**config.mk**
```make
export PLATFORM = sky130hd
export DESIGN_NAME = multicycle_sequencer_flat
export DESIGN_NICKNAME = d
export VERILOG_FILES = /design/src/rtl/multicycle_sequencer_if.sv /design/src/rtl/multicycle_sequencer.sv /design/src/flat_wrapper.sv
export SDC_FILE = /design/constraint.sdc
export NUM_CORES = 1
export LEC_CHECK = 0
export ABC_CLOCK_PERIOD_IN_PS = 4900
export CORE_MARGIN = 4
export CORE_UTILIZATION = 51
export CTS_BUF_LIST = sky130_fd_sc_hd__clkbuf_2 sky130_fd_sc_hd__clkbuf_4 sky130_fd_sc_hd__clkbuf_8
export DETAILED_ROUTE_END_ITERATION = 8
export GPL_ROUTABILITY_DRIVEN = 1
export PLACE_DENSITY = 0.88
export SLEW_MARGIN = 15
export SYNTH_ARGS = -nofsm -noshare
export SYNTH_HDL_FRONTEND = slang
export SYNTH_SLANG_ARGS = --single-unit
```
**constraint.sdc**
```tcl
create_clock -name clk -period 4.9 [get_ports clk]
set_input_delay 0.49 -clock clk [delete_from_list [all_inputs] [get_ports clk]]
set_output_delay 0.49 -clock clk [all_outputs]
set_load 0.05 [all_outputs]
```
**src/rtl/multicycle_sequencer_if.sv**
```systemverilog
// Handshake bundle between the multi-cycle sequencer and its instruction
// memory, data memory and datapath.
interface multicycle_sequencer_if #(
  parameter int PC_W    = 8,
  parameter int INSTR_W = 16,
  parameter int CNT_W   = 16
);
  logic               start;
  logic               imem_req;
  logic [PC_W-1:0]    imem_addr;
  logic               imem_ready;
  logic [INSTR_W-1:0] imem_rdata;
  logic [INSTR_W-1:0] ir;
  logic [3:0]         alu_op;
  logic               reg_we;
  logic               dmem_req;
  logic               dmem_ready;
  logic               busy;
  logic               done;
  logic [CNT_W-1:0]   retired;

  modport master (
    input  start, imem_ready, imem_rdata, dmem_ready,
    output imem_req, imem_addr, ir, alu_op, reg_we, dmem_req, busy, done, retired
  );

  modport slave (
    output start, imem_ready, imem_rdata, dmem_ready,
    input  imem_req, imem_addr, ir, alu_op, reg_we, dmem_req, busy, done, retired
  );
endinterface

```
**src/rtl/multicycle_sequencer.sv**
```systemverilog
// Multi-cycle fetch/decode/execute sequencer for the 2-bit-opcode core.
// Owns pc, the instruction register, the halt condition and the retire count.
module multicycle_sequencer #(
  parameter int PC_W    = 8,
  parameter int INSTR_W = 16,
  parameter int CNT_W   = 16
) (
  input  logic                   clk,
  input  logic                   rst_n,
  multicycle_sequencer_if.master bus
);

  localparam logic [3:0] ALU_NOP = 4'b0000;
  localparam logic [3:0] ALU_ADD = 4'b0010;
  localparam logic [3:0] ALU_SUB = 4'b0110;
  localparam logic [3:0] ALU_SLT = 4'b0111;

  typedef enum logic [2:0] {IDLE, FETCH, DECODE, EXEC, WB, MEM} state_t;

  state_t             state, state_nxt;
  logic [PC_W-1:0]    pc;
  logic [INSTR_W-1:0] ir;
  logic [CNT_W-1:0]   retired;
  logic [1:0]         opcode;
  logic               is_halt;
  logic               clear_ctx;
  logic               load_ir;
  logic               retire;

  function automatic logic [3:0] alu_decode(input logic [1:0] op);
    case (op)
      2'b00:   return ALU_ADD;
      2'b01:   return ALU_SUB;
      2'b10:   return ALU_SLT;
      default: return ALU_ADD;  // store computes its address with an add
    endcase
  endfunction

  assign opcode  = ir[INSTR_W-1 -: 2];
  assign is_halt = &ir;

  assign bus.imem_addr = pc;
  assign bus.ir        = ir;
  assign bus.retired   = retired;

  always_ff @(posedge clk or negedge rst_n) begin
    if (!rst_n) begin
      state   <= IDLE;
      pc      <= '0;
      ir      <= '0;
      retired <= '0;
    end else begin
      state <= state_nxt;
      if (clear_ctx) begin
        pc      <= '0;
        retired <= '0;
      end else if (retire) begin
        pc      <= pc + PC_W'(1);
        retired <= retired + CNT_W'(1);
      end
      if (load_ir) begin
        ir <= bus.imem_rdata;
      end
    end
  end

  // Outputs depend on the registered state and ir only; the readies steer
  // just the next state and the register enables.
  always_comb begin
    state_nxt    = state;
    clear_ctx    = 1'b0;
    load_ir      = 1'b0;
    retire       = 1'b0;
    bus.imem_req = 1'b0;
    bus.reg_we   = 1'b0;
    bus.dmem_req = 1'b0;
    bus.done     = 1'b0;
    bus.busy     = 1'b1;
    bus.alu_op   = ALU_NOP;
    case (state)
      IDLE: begin
        bus.busy = 1'b0;
        if (bus.start) begin
          clear_ctx = 1'b1;
          state_nxt = FETCH;
        end
      end
      FETCH: begin
        bus.imem_req = 1'b1;
        if (bus.imem_ready) begin
          load_ir   = 1'b1;
          state_nxt = DECODE;
        end
      end
      DECODE: begin
        if (is_halt) begin
          bus.done  = 1'b1;
          state_nxt = IDLE;
        end else begin
          state_nxt = EXEC;
        end
      end
      EXEC: begin
        bus.alu_op = alu_decode(opcode);
        state_nxt  = (opcode == 2'b11) ? MEM : WB;
      end
      WB: begin
        bus.alu_op = alu_decode(opcode);
        bus.reg_we = 1'b1;
        retire     = 1'b1;
        state_nxt  = FETCH;
      end
      MEM: begin
        bus.alu_op   = ALU_ADD;
        bus.dmem_req = 1'b1;
        if (bus.dmem_ready) begin
          retire    = 1'b1;
          state_nxt = FETCH;
        end
      end
      default: state_nxt = IDLE;
    endcase
  end

endmodule

```
**src/flat_wrapper.sv**
```systemverilog
// flat-port wrapper written by rule: the top's interface ports become plain ports
module multicycle_sequencer_flat 
#(
  parameter int PC_W    = 8,
  parameter int INSTR_W = 16,
  parameter int CNT_W   = 16
)
  (clk, rst_n, bus_start, bus_imem_ready, bus_imem_rdata, bus_dmem_ready, bus_imem_req, bus_imem_addr, bus_ir, bus_alu_op, bus_reg_we, bus_dmem_req, bus_busy, bus_done, bus_retired);
  multicycle_sequencer_if #(.PC_W(PC_W), .INSTR_W(INSTR_W), .CNT_W(CNT_W)) bus_i ();
  input  logic clk;
  input  logic rst_n;
  input wire logic [$bits(bus_i.start)-1:0] bus_start;
  input wire logic [$bits(bus_i.imem_ready)-1:0] bus_imem_ready;
  input wire logic [$bits(bus_i.imem_rdata)-1:0] bus_imem_rdata;
  input wire logic [$bits(bus_i.dmem_ready)-1:0] bus_dmem_ready;
  output wire logic [$bits(bus_i.imem_req)-1:0] bus_imem_req;
  output wire logic [$bits(bus_i.imem_addr)-1:0] bus_imem_addr;
  output wire logic [$bits(bus_i.ir)-1:0] bus_ir;
  output wire logic [$bits(bus_i.alu_op)-1:0] bus_alu_op;
  output wire logic [$bits(bus_i.reg_we)-1:0] bus_reg_we;
  output wire logic [$bits(bus_i.dmem_req)-1:0] bus_dmem_req;
  output wire logic [$bits(bus_i.busy)-1:0] bus_busy;
  output wire logic [$bits(bus_i.done)-1:0] bus_done;
  output wire logic [$bits(bus_i.retired)-1:0] bus_retired;
  assign bus_i.start = bus_start;
  assign bus_i.imem_ready = bus_imem_ready;
  assign bus_i.imem_rdata = bus_imem_rdata;
  assign bus_i.dmem_ready = bus_dmem_ready;
  assign bus_imem_req = bus_i.imem_req;
  assign bus_imem_addr = bus_i.imem_addr;
  assign bus_ir = bus_i.ir;
  assign bus_alu_op = bus_i.alu_op;
  assign bus_reg_we = bus_i.reg_we;
  assign bus_dmem_req = bus_i.dmem_req;
  assign bus_busy = bus_i.busy;
  assign bus_done = bus_i.done;
  assign bus_retired = bus_i.retired;
  multicycle_sequencer #(.PC_W(PC_W), .INSTR_W(INSTR_W), .CNT_W(CNT_W)) u_core (.clk(clk), .rst_n(rst_n), .bus(bus_i));
endmodule
```
==> results of run 1 <==
[worst max-delay path, delay by kind of cell, from the launching register on]
kind / cells / cell delay (ps)
and+or+nand+nor: 4 / 820
DFF: 1 / 380
adders and majority gates: 1 / 200
buffers and inverters: 1 / 800
[Yosys cell counts (all sizes together)]
master,n
a21oi,10
a221oi,1
and2,5
and2b,1
and3,3
and4,1
buf,8
clkbuf,4
conb,1
dfrtp,43
ha,4
inv,4
mux2,16
nand2,16
nand2b,2
nand3,11
nand4,7
nor2,18
nor2b,5
nor3,3
nor3b,1
nor4,5
o21a,1
o21ai,8
o311ai,1
o31ai,5
or3,4
or4,6
xnor2,9
xor2,4
[state kept, by name (all words and copies together), names as in the netlist]
register,count
u_core.state,3
u_core.bus.retired,16
u_core.bus.ir,16
u_core.bus.imem_addr,8
[worst max path at each step]
stage	from	end	slack [ps]
floorplan	u_core.state[2]$_DFFE_PN0P_	u_core.bus.ir[10]$_DFFE_PN0P_	2100
global placement	u_core.bus.ir[15]$_DFFE_PN0P_	bus_done	2380
detailed placement	u_core.bus.ir[15]$_DFFE_PN0P_	bus_done	2270
CTS	u_core.bus.ir[15]$_DFFE_PN0P_	bus_done	1910
global route	u_core.bus.ir[15]$_DFFE_PN0P_	bus_done	1800
finish	u_core.bus.ir[15]$_DFFE_PN0P_	bus_done	1920
[power by group]
part / switching (mW) / total [mW] / internal (mW)
clock network: 0.116 / 0.227 / 0.111
registers: 0.108 / 0.563 / 0.454
logic: 0.616 / 0.954 / 0.338
[layer usage]
layer  up-vias  track usage [%]
met5         -                0
met4         0             5.53
met3        11             6.09
met2        53             34.9
met1       869             24.5
li1        851                -
[final cells by class]
class | instances | area share [%]
Multi-Input combinational cell | 148 | 33.6
Sequential cell | 43 | 37.3
Inverter | 4 | 0.520
Clock buffer | 7 | 2.90
Clock inverter | 1 | 0.173
Tap cell | 50 | 2.17
Timing Repair Buffer | 68 | 23.4
[kinds of logic after synthesis]
logic type	share of synthesized area (%)
flip-flops	50.6
other	0.176
buffers and inverters	3.82
adder cells (fa/ha/maj)	2.35
AO/OA/AOI/OAI	7.18
multiplexers	8.48
XOR/XNOR	5.36
AND/OR/NAND/NOR	22.0
==> impl_metrics.toml, run 1 <==
[floorplanning]
num_io_pins = 70
fp-row-count = 23
die_y_um = 72.6
die_area_um2 = 5260
die_width_um = 72.6
core_area_um2 = 4030
start_util_pct = 52.8

[final_layout]
layout_commonest_cell = "clkdlybuf4s50_1"
stdcell_area_um2 = 2890
n_antenna_cell = 0
layout.nets = 295
area_growth_pct = 35.8
regArea_um2 = 1080
post-route-util_pct = 71.6
drive_gt1_share_pct = 9.59
multi_input_area_um2 = 968
layout_common_cells = "clkdlybuf4s50_1 (67), dfrtp_1 (43), nor2_1 (18), nand2_1 (16), mux2_2 (16)"
fillers = 301
stdcell_count = 321

[setup_path]
worstRegToRegCells = 4
end_kind = "output pin"
cp_data_required_time_ps = 4410
critPathKind = "reg2out"
critPathLaunchType = "register"
r2r_start = "u_core.state[0]$_DFFE_PN0P_"
r2r_end = "u_core.bus.retired[13]$_DFFE_PN0P_"
critPathSlowestCell = "clkdlybuf4s50_1"
worstPathArrival_ps = 2490
r2r_slack_ps = 2740
crit_path_max_incr_delay_ps = 800
worstPathMaxFanout = 4
crit_chain = "ha_1 -> nand4_1 -> nor4_1 -> nor2b_1 -> and2_1 -> clkdlybuf4s50_1"

[sta]
finalHoldViolCount = 0
final.setup.worst_slack_ps = 1920
tns_ps = 0
skew_ps = 6.42
timing.fmax_mhz = 336
rsz0062_at_grt = "no"
hold_ws_ps = 345
period_minus_slack_ps = 2980
setup_viol = 0
worstMarginPinSlew_ps = 968
maxSlewViolCount = 0
finalCritPeriodShare_pct = 60.7
slew_headroom_pct = 35.5

[route]
vias = 1784
ant_nets = 0
met1Wirelength_um = 2030
drt_iter0_drc = 116
vias_per_cell = 5.56
wl_met2_um = 2650
drc = 0
routed_wl_um = 5050
drt-wirelength-per-cell_um = 15.7
dr.pass1.iters = 4
met3_length_um = 295
route.top_layer_used = "met4"

[clocking]
clk_pin_slew_ps = 80
clk_latency_ps = 290
ctsHoldBuffers = 0
cts_resized = 0
htree_num_levels = 2
cts_buffers = 5
root_buffer = "clkbuf_8"
cts_tree = "yes"
postCtsSetupBuffers = 0
cts_buffer_depth = 2
cts_sinks = 43

[placed_design]
portBuffers = 68
dp_hpwl_um = 3680
preCtsSetupSlack_ps = 2270
dp.cells = 313
postPlaceCellArea_um2 = 2800
gp_congestion = 0.750

[grt]
grt_pass1_wl_um = 8260
grt_pass1_vias = 1782
grt.overflow.total = 0
grt_max_degree = 44
grt_usage_pct = 20.2
antenna_found_initial = 0

[logic_synthesis]
postSynthAreaPerCell_um2 = 10.3
synth_cells = 207
syn_nets = 232
synth.area.top_cells = "dfrtp_1 (51%), mux2_2 (8.5%), xnor2_1 (3.7%), nor2_1 (3.2%), nand2_1 (2.8%)"
ys_types = 33
synth_seq_cells = 43
synth.top_cell.area_share_pct = 50.6
synth-seq-area-share_pct = 50.6
synth_warnings = 0
synthesis.area_um2 = 2130
yosysTopAreaCell = "dfrtp_1"

[power]
p_leak_nw = 1.18
ir_drop_mv = 0.513
power.density_nw_per_um2 = 604
total_power_mw = 1.74

[outcome]
status = "finished clean"

[job]
drv_cap = 0

[min_path]
hold_class = "in2async"
No activity file was read; power rests on OpenSTA's default activity.
==> run 2, diff against run 1 <==
ABC_CLOCK_PERIOD_IN_PS = 2500   (was 4900)
CORE_UTILIZATION = 43   (was 51)
PLACE_DENSITY = 0.79   (was 0.88)
clock period = 2.5 ns   (was 4.9 ns; I/O delays follow)
==> run 2 against run 1 <==
  * Setup slack got worse by 1700 ps
  * Sequential power rose by 95%
  * First-iteration DRC count rose by 8.6%
  * Critical path depth fell by 2
  * Hold slack got worse by 240 ps
  * Count of clock-buffer cells in the layout did not move
  * Core utilization fell by 10 points
  * Sequential share of layout area fell by 0.59 points
  * Non-clock buffer count rose by 3
  * Largest power group unchanged
  * Highest routed layer unchanged
==> impl_metrics.toml, run 2 (same netlist as run 1, synthesis figures left out) <==
[route]
vias = 1757
ant_nets = 0
vias_per_cell = 5.15
drt-wirelength-per-cell_um = 14.8
dr.pass1.iters = 4
drc = 0
routed_wl_um = 5060
drt_iter0_drc = 126

[power]
p_int_mw = 1.79
power_frac_clock_pct = 13.0
comb_power_share_pct = 54.9
p_leak_nw = 1.22
ir_drop_mv = 0.830
total_power_mw = 3.43
p_seq_share_pct = 32.1
swShare_pct = 47.9
power.density_nw_per_um2 = 1170
switchingPower_mw = 1.65

[sta]
worstMarginPinSlew_ps = 960
tns_ps = 0
maxSlewViolCount = 0
finalHoldViolCount = 0
setup_viol = 0
slew_headroom_pct = 36.0
period_minus_slack_ps = 2260
rsz0062_at_grt = "no"
timing.fmax_mhz = 442
finalCritPeriodShare_pct = 90.4
skew_ps = 6.32

[final_layout]
layout.nets = 298
layout_commonest_cell = "clkdlybuf4s50_1"
area_growth_pct = 38.0
n_antenna_cell = 0
drive_gt1_share_pct = 11.7
layout_common_cells = "clkdlybuf4s50_1 (64), dfrtp_1 (43), nor2_1 (18), nand2_1 (16), mux2_2 (16)"

[clocking]
root_buffer = "clkbuf_8"
htree_num_levels = 2
cts_sinks = 43
cts_buffers = 5
cts_tree = "yes"
cts_buffer_depth = 2
clk_pin_slew_ps = 80
clk_latency_ps = 290
postCtsSetupBuffers = 0

[setup_path]
critPathLaunchType = "register"
end_kind = "output pin"
worstPathMaxFanout = 9
worstPathArrival_ps = 2010
critPathKind = "reg2out"
cp_data_required_time_ps = 2250

[floorplanning]
num_io_pins = 70
die_y_um = 78.3
die_width_um = 78.3
die_area_um2 = 6130
fp-row-count = 25
start_util_pct = 44.7
core_area_um2 = 4750

[placed_design]
portBuffers = 68
gp_congestion = 0.812
dp_hpwl_um = 3760

[job]
drv_cap = 0

[min_path]
hold_class = "in2async"

[grt]
antenna_found_initial = 0
grt_usage_pct = 17.8
grt.overflow.total = 0
grt_max_degree = 44
grt_pass1_wl_um = 8650
grt_pass1_vias = 1703

[outcome]
status = "finished clean"
## run 2: final timing paths
check | start | to | slack, ps | depth (start not counted)
min in group clk | bus_imem_rdata[14] | u_core.bus.ir[14]$_DFFE_PN0P_ | 520 | 3
hold / removal | rst_n | u_core.bus.ir[7]$_DFFE_PN0P_ | 110 | 1
setup reg to reg | u_core.state[0]$_DFFE_PN0P_ | u_core.bus.retired[13]$_DFFE_PN0P_ | 430 | 4
setup / recovery | u_core.state[1]$_DFFE_PN0P_ | bus_alu_op[1] | 240 | 4
hold reg to reg | u_core.bus.ir[6]$_DFFE_PN0P_ | u_core.bus.ir[6]$_DFFE_PN0P_ | 540 | 1
max in group asynchronous | rst_n | u_core.bus.retired[3]$_DFFE_PN0P_ | 1800 | 1
## run 2: stage by stage
step	setup WS, ps	hold WS [ps]	util, %	std cells	cell area [um^2]
2_1_floorplan	246	-45.6	-	207	2130
3_3_place_gp	394	447	59.8	333	2840
3_5_place_dp	335	457	59.8	333	2840
4_1_cts	24.9	143	61.6	341	2930
5_1_grt	142	177	61.7	341	2930
6_report	239	107	61.7	341	2930
## run 2: layout make-up
type / instances / area (um^2)
clock inverters: 1 / 5.00
flip-flops and latches: 43 / 1080
repair buffers: 71 / 696
multi-input cells: 148 / 973
clock buffers: 7 / 83.8
fillers: 408 / 1820
well taps: 67 / 83.8
inverters: 4 / 15.0
## run 2: what timing repair did
| action | in CTS | in global routing |
|---|---|---|
| resized for setup | 0 | 1 |
| setup endpoints to repair | 0 | 1 |
| hold buffers | 0 | 0 |
## run 2: critical path, stage by stage (launching register included)
cell             delay, ps
dfrtp_1                500
nor2b_1                240
nand2_1                 90
nand2_1                 80
clkdlybuf4s50_1        810
## run 2: metal layers
layer  GRT usage, %  wire length, um  part of all wire [%]  up-vias
li1               -                -                     -      869
met1           23.3             2300                    45      844
met2           29.5             2520                    50       34
met3           3.67              155                   3.1       10
met4           5.59               83                   1.6        0
met5              0                0                     0        -
## run 2: power groups by stage
stage	registers (mW)	clock network, mW	logic (mW)
after global routing	1.14	0.495	1.98
after global placement	1.11	0	1.88
after CTS	1.10	0.457	1.90
after floorplan	1.63	0	0.767
after detailed placement	1.12	0	1.89
final	1.10	0.447	1.89
==> run 3, diff against run 2 <==
CORE_UTILIZATION = 30   (was 43)
CTS_CLUSTER_DIAMETER = 150   (was not set)
PLACE_DENSITY = 0.56   (was 0.79)
==> run 3 against run 2 <==
  * Final area up 2.5%
  * Final cell count up 8.8%
  * Flip-flop and latch count unchanged
  * Sequential share of layout area down 0.89 points
  * Non-clock buffer count up 1
  * Setup slack worse by 30 ps
  * Highest routed layer unchanged
==> impl_metrics.toml, run 3 (same netlist as run 1, synthesis figures left out) <==
[sta]
maxSlewViolCount = 0
slew_headroom_pct = 34.2
worstMarginPinSlew_ps = 988
rsz0062_at_grt = "no"
final.setup.worst_slack_ps = 210
finalHoldViolCount = 0
timing.fmax_mhz = 437
setup_viol = 0
period_minus_slack_ps = 2290
tns_ps = 0
skew_ps = 8.62
finalCritPeriodShare_pct = 91.6
hold_ws_ps = 109

[placed_design]
postPlaceCellArea_um2 = 2890
preCtsSetupSlack_ps = 369
portBuffers = 68
dp.cells = 363
dp_hpwl_um = 3870
gp_congestion = 0.725

[final_layout]
drive_gt1_share_pct = 12.0
layout.nets = 299
area_growth_pct = 41.4
stdcell_area_um2 = 3010
stdcell_count = 371
layout_commonest_cell = "clkdlybuf4s50_1"
fillers = 692
post-route-util_pct = 44.0
n_antenna_cell = 0
layout_common_cells = "clkdlybuf4s50_1 (64), dfrtp_1 (43), nor2_1 (18), nand2_1 (16), mux2_2 (16)"

[floorplanning]
core_area_um2 = 6830
num_io_pins = 70
fp-row-count = 30
die_width_um = 92.2
die_area_um2 = 8500
die_y_um = 92.2
start_util_pct = 31.1

[grt]
busiest_layer = "met2"
grt_pass1_vias = 1708
grt.overflow.total = 0
grt_max_degree = 44
met1_usage_pct = 17.3
grt_usage_pct = 13.0
grtUsageMet2_pct = 20.3
gr-usage-met3_pct = 3.36
antenna_found_initial = 0
grt_pass1_wl_um = 8770

[power]
ir_drop_mv = 0.747
p_leak_nw = 1.23
total_power_mw = 3.56
power.density_nw_per_um2 = 1190

[setup_path]
crit_path_max_incr_delay_ps = 800
critical_path.top_delay_family = "buffers and inverters"
cp_data_required_time_ps = 2250
r2r_start = "u_core.state[1]$_DFFE_PN0P_"
crit_end = "bus_alu_op[1]"
worstRegToRegCells = 4
startpoint = "u_core.state[1]$_DFFE_PN0P_"
cpMostUsedCell = "nand2_1"
end_kind = "output pin"
crit_chain = "nor2b_1 -> nand2_1 -> nand2_1 -> clkdlybuf4s50_1"
critPathSlowestCell = "clkdlybuf4s50_1"
r2r_end = "u_core.bus.retired[15]$_DFFE_PN0P_"
worstPathArrival_ps = 2040
critPathKind = "reg2out"
crit_cells = 4
critPathLaunchType = "register"
r2r_slack_ps = 480
worst-path-buf-inv = 1
worstPathMaxFanout = 9

[clocking]
root_buffer = "clkbuf_8"
postCtsSetupBuffers = 0
cts_buffers = 5
ctsHoldBuffers = 0
clk_pin_slew_ps = 80
cts_buffer_depth = 2
htree_num_levels = 2
cts_resized = 0
cts_sinks = 43
cts_tree = "yes"
clk_latency_ps = 300

[route]
drt-wirelength-per-cell_um = 14.1
vias = 1772
drt_iter0_drc = 49
ant_nets = 0
routed_wl_um = 5250
vias_per_cell = 4.78
dr.pass1.iters = 4
drc = 0

[job]
drv_cap = 0

[min_path]
hold_class = "in2async"

[outcome]
status = "finished clean"
[run 3: cell types whose count changed in the layout (fill, tap and decap cells not counted), sizes merged]
cell,previous run,this run
clkbuf,7,6
bufinv,0,1
buf,6,7
[run 3: worst register-to-register path, delay by kind of cell (launching register included)]
kind | cells | cell delay [ps]
flops | 1 | 470
compound gates | 1 | 150
simple gates | 3 | 1340
[run 3: where the power goes]
group / total (mW) / internal (mW) / switching (mW)
Clock: 0.572 / 0.324 / 0.249
Combinational: 1.89 / 0.688 / 1.20
Sequential: 1.10 / 0.890 / 0.211
[run 3: area by class of cell]
| type | count | area (um^2) | area share, % |
|---|---|---|---|
| Clock buffer | 6 | 82.6 | 2.75 |
| Clock inverter | 2 | 35.0 | 1.17 |
| Inverter | 4 | 15.0 | 0.500 |
| Multi-Input combinational cell | 148 | 973 | 32.4 |
| Sequential cell | 43 | 1080 | 35.8 |
| Tap cell | 96 | 120 | 4.00 |
| Timing Repair Buffer | 72 | 703 | 23.4 |
[run 3: worst min path at each step]
| stage | end | slack, ps | cells after the start |
|---|---|---|---|
| final | u_core.bus.ir[10]$_DFFE_PN0P_ | 110 | 1 |
| after global routing | u_core.bus.ir[10]$_DFFE_PN0P_ | 190 | 1 |
| after CTS | u_core.bus.ir[10]$_DFFE_PN0P_ | 140 | 1 |
| after detailed placement | u_core.bus.ir[10]$_DFFE_PN0P_ | 460 | 1 |
| after global placement | u_core.bus.ir[6]$_DFFE_PN0P_ | 480 | 1 |
| after floorplan | u_core.bus.imem_addr[0]$_DFFE_PN0P_ | -50 | 0 |
[run 3: routing by layer]
metal	share of wire [%]	vias up
met5	0	-
met4	1.4	0
met3	5.8	7
met2	46	48
met1	46	852
li1	-	865
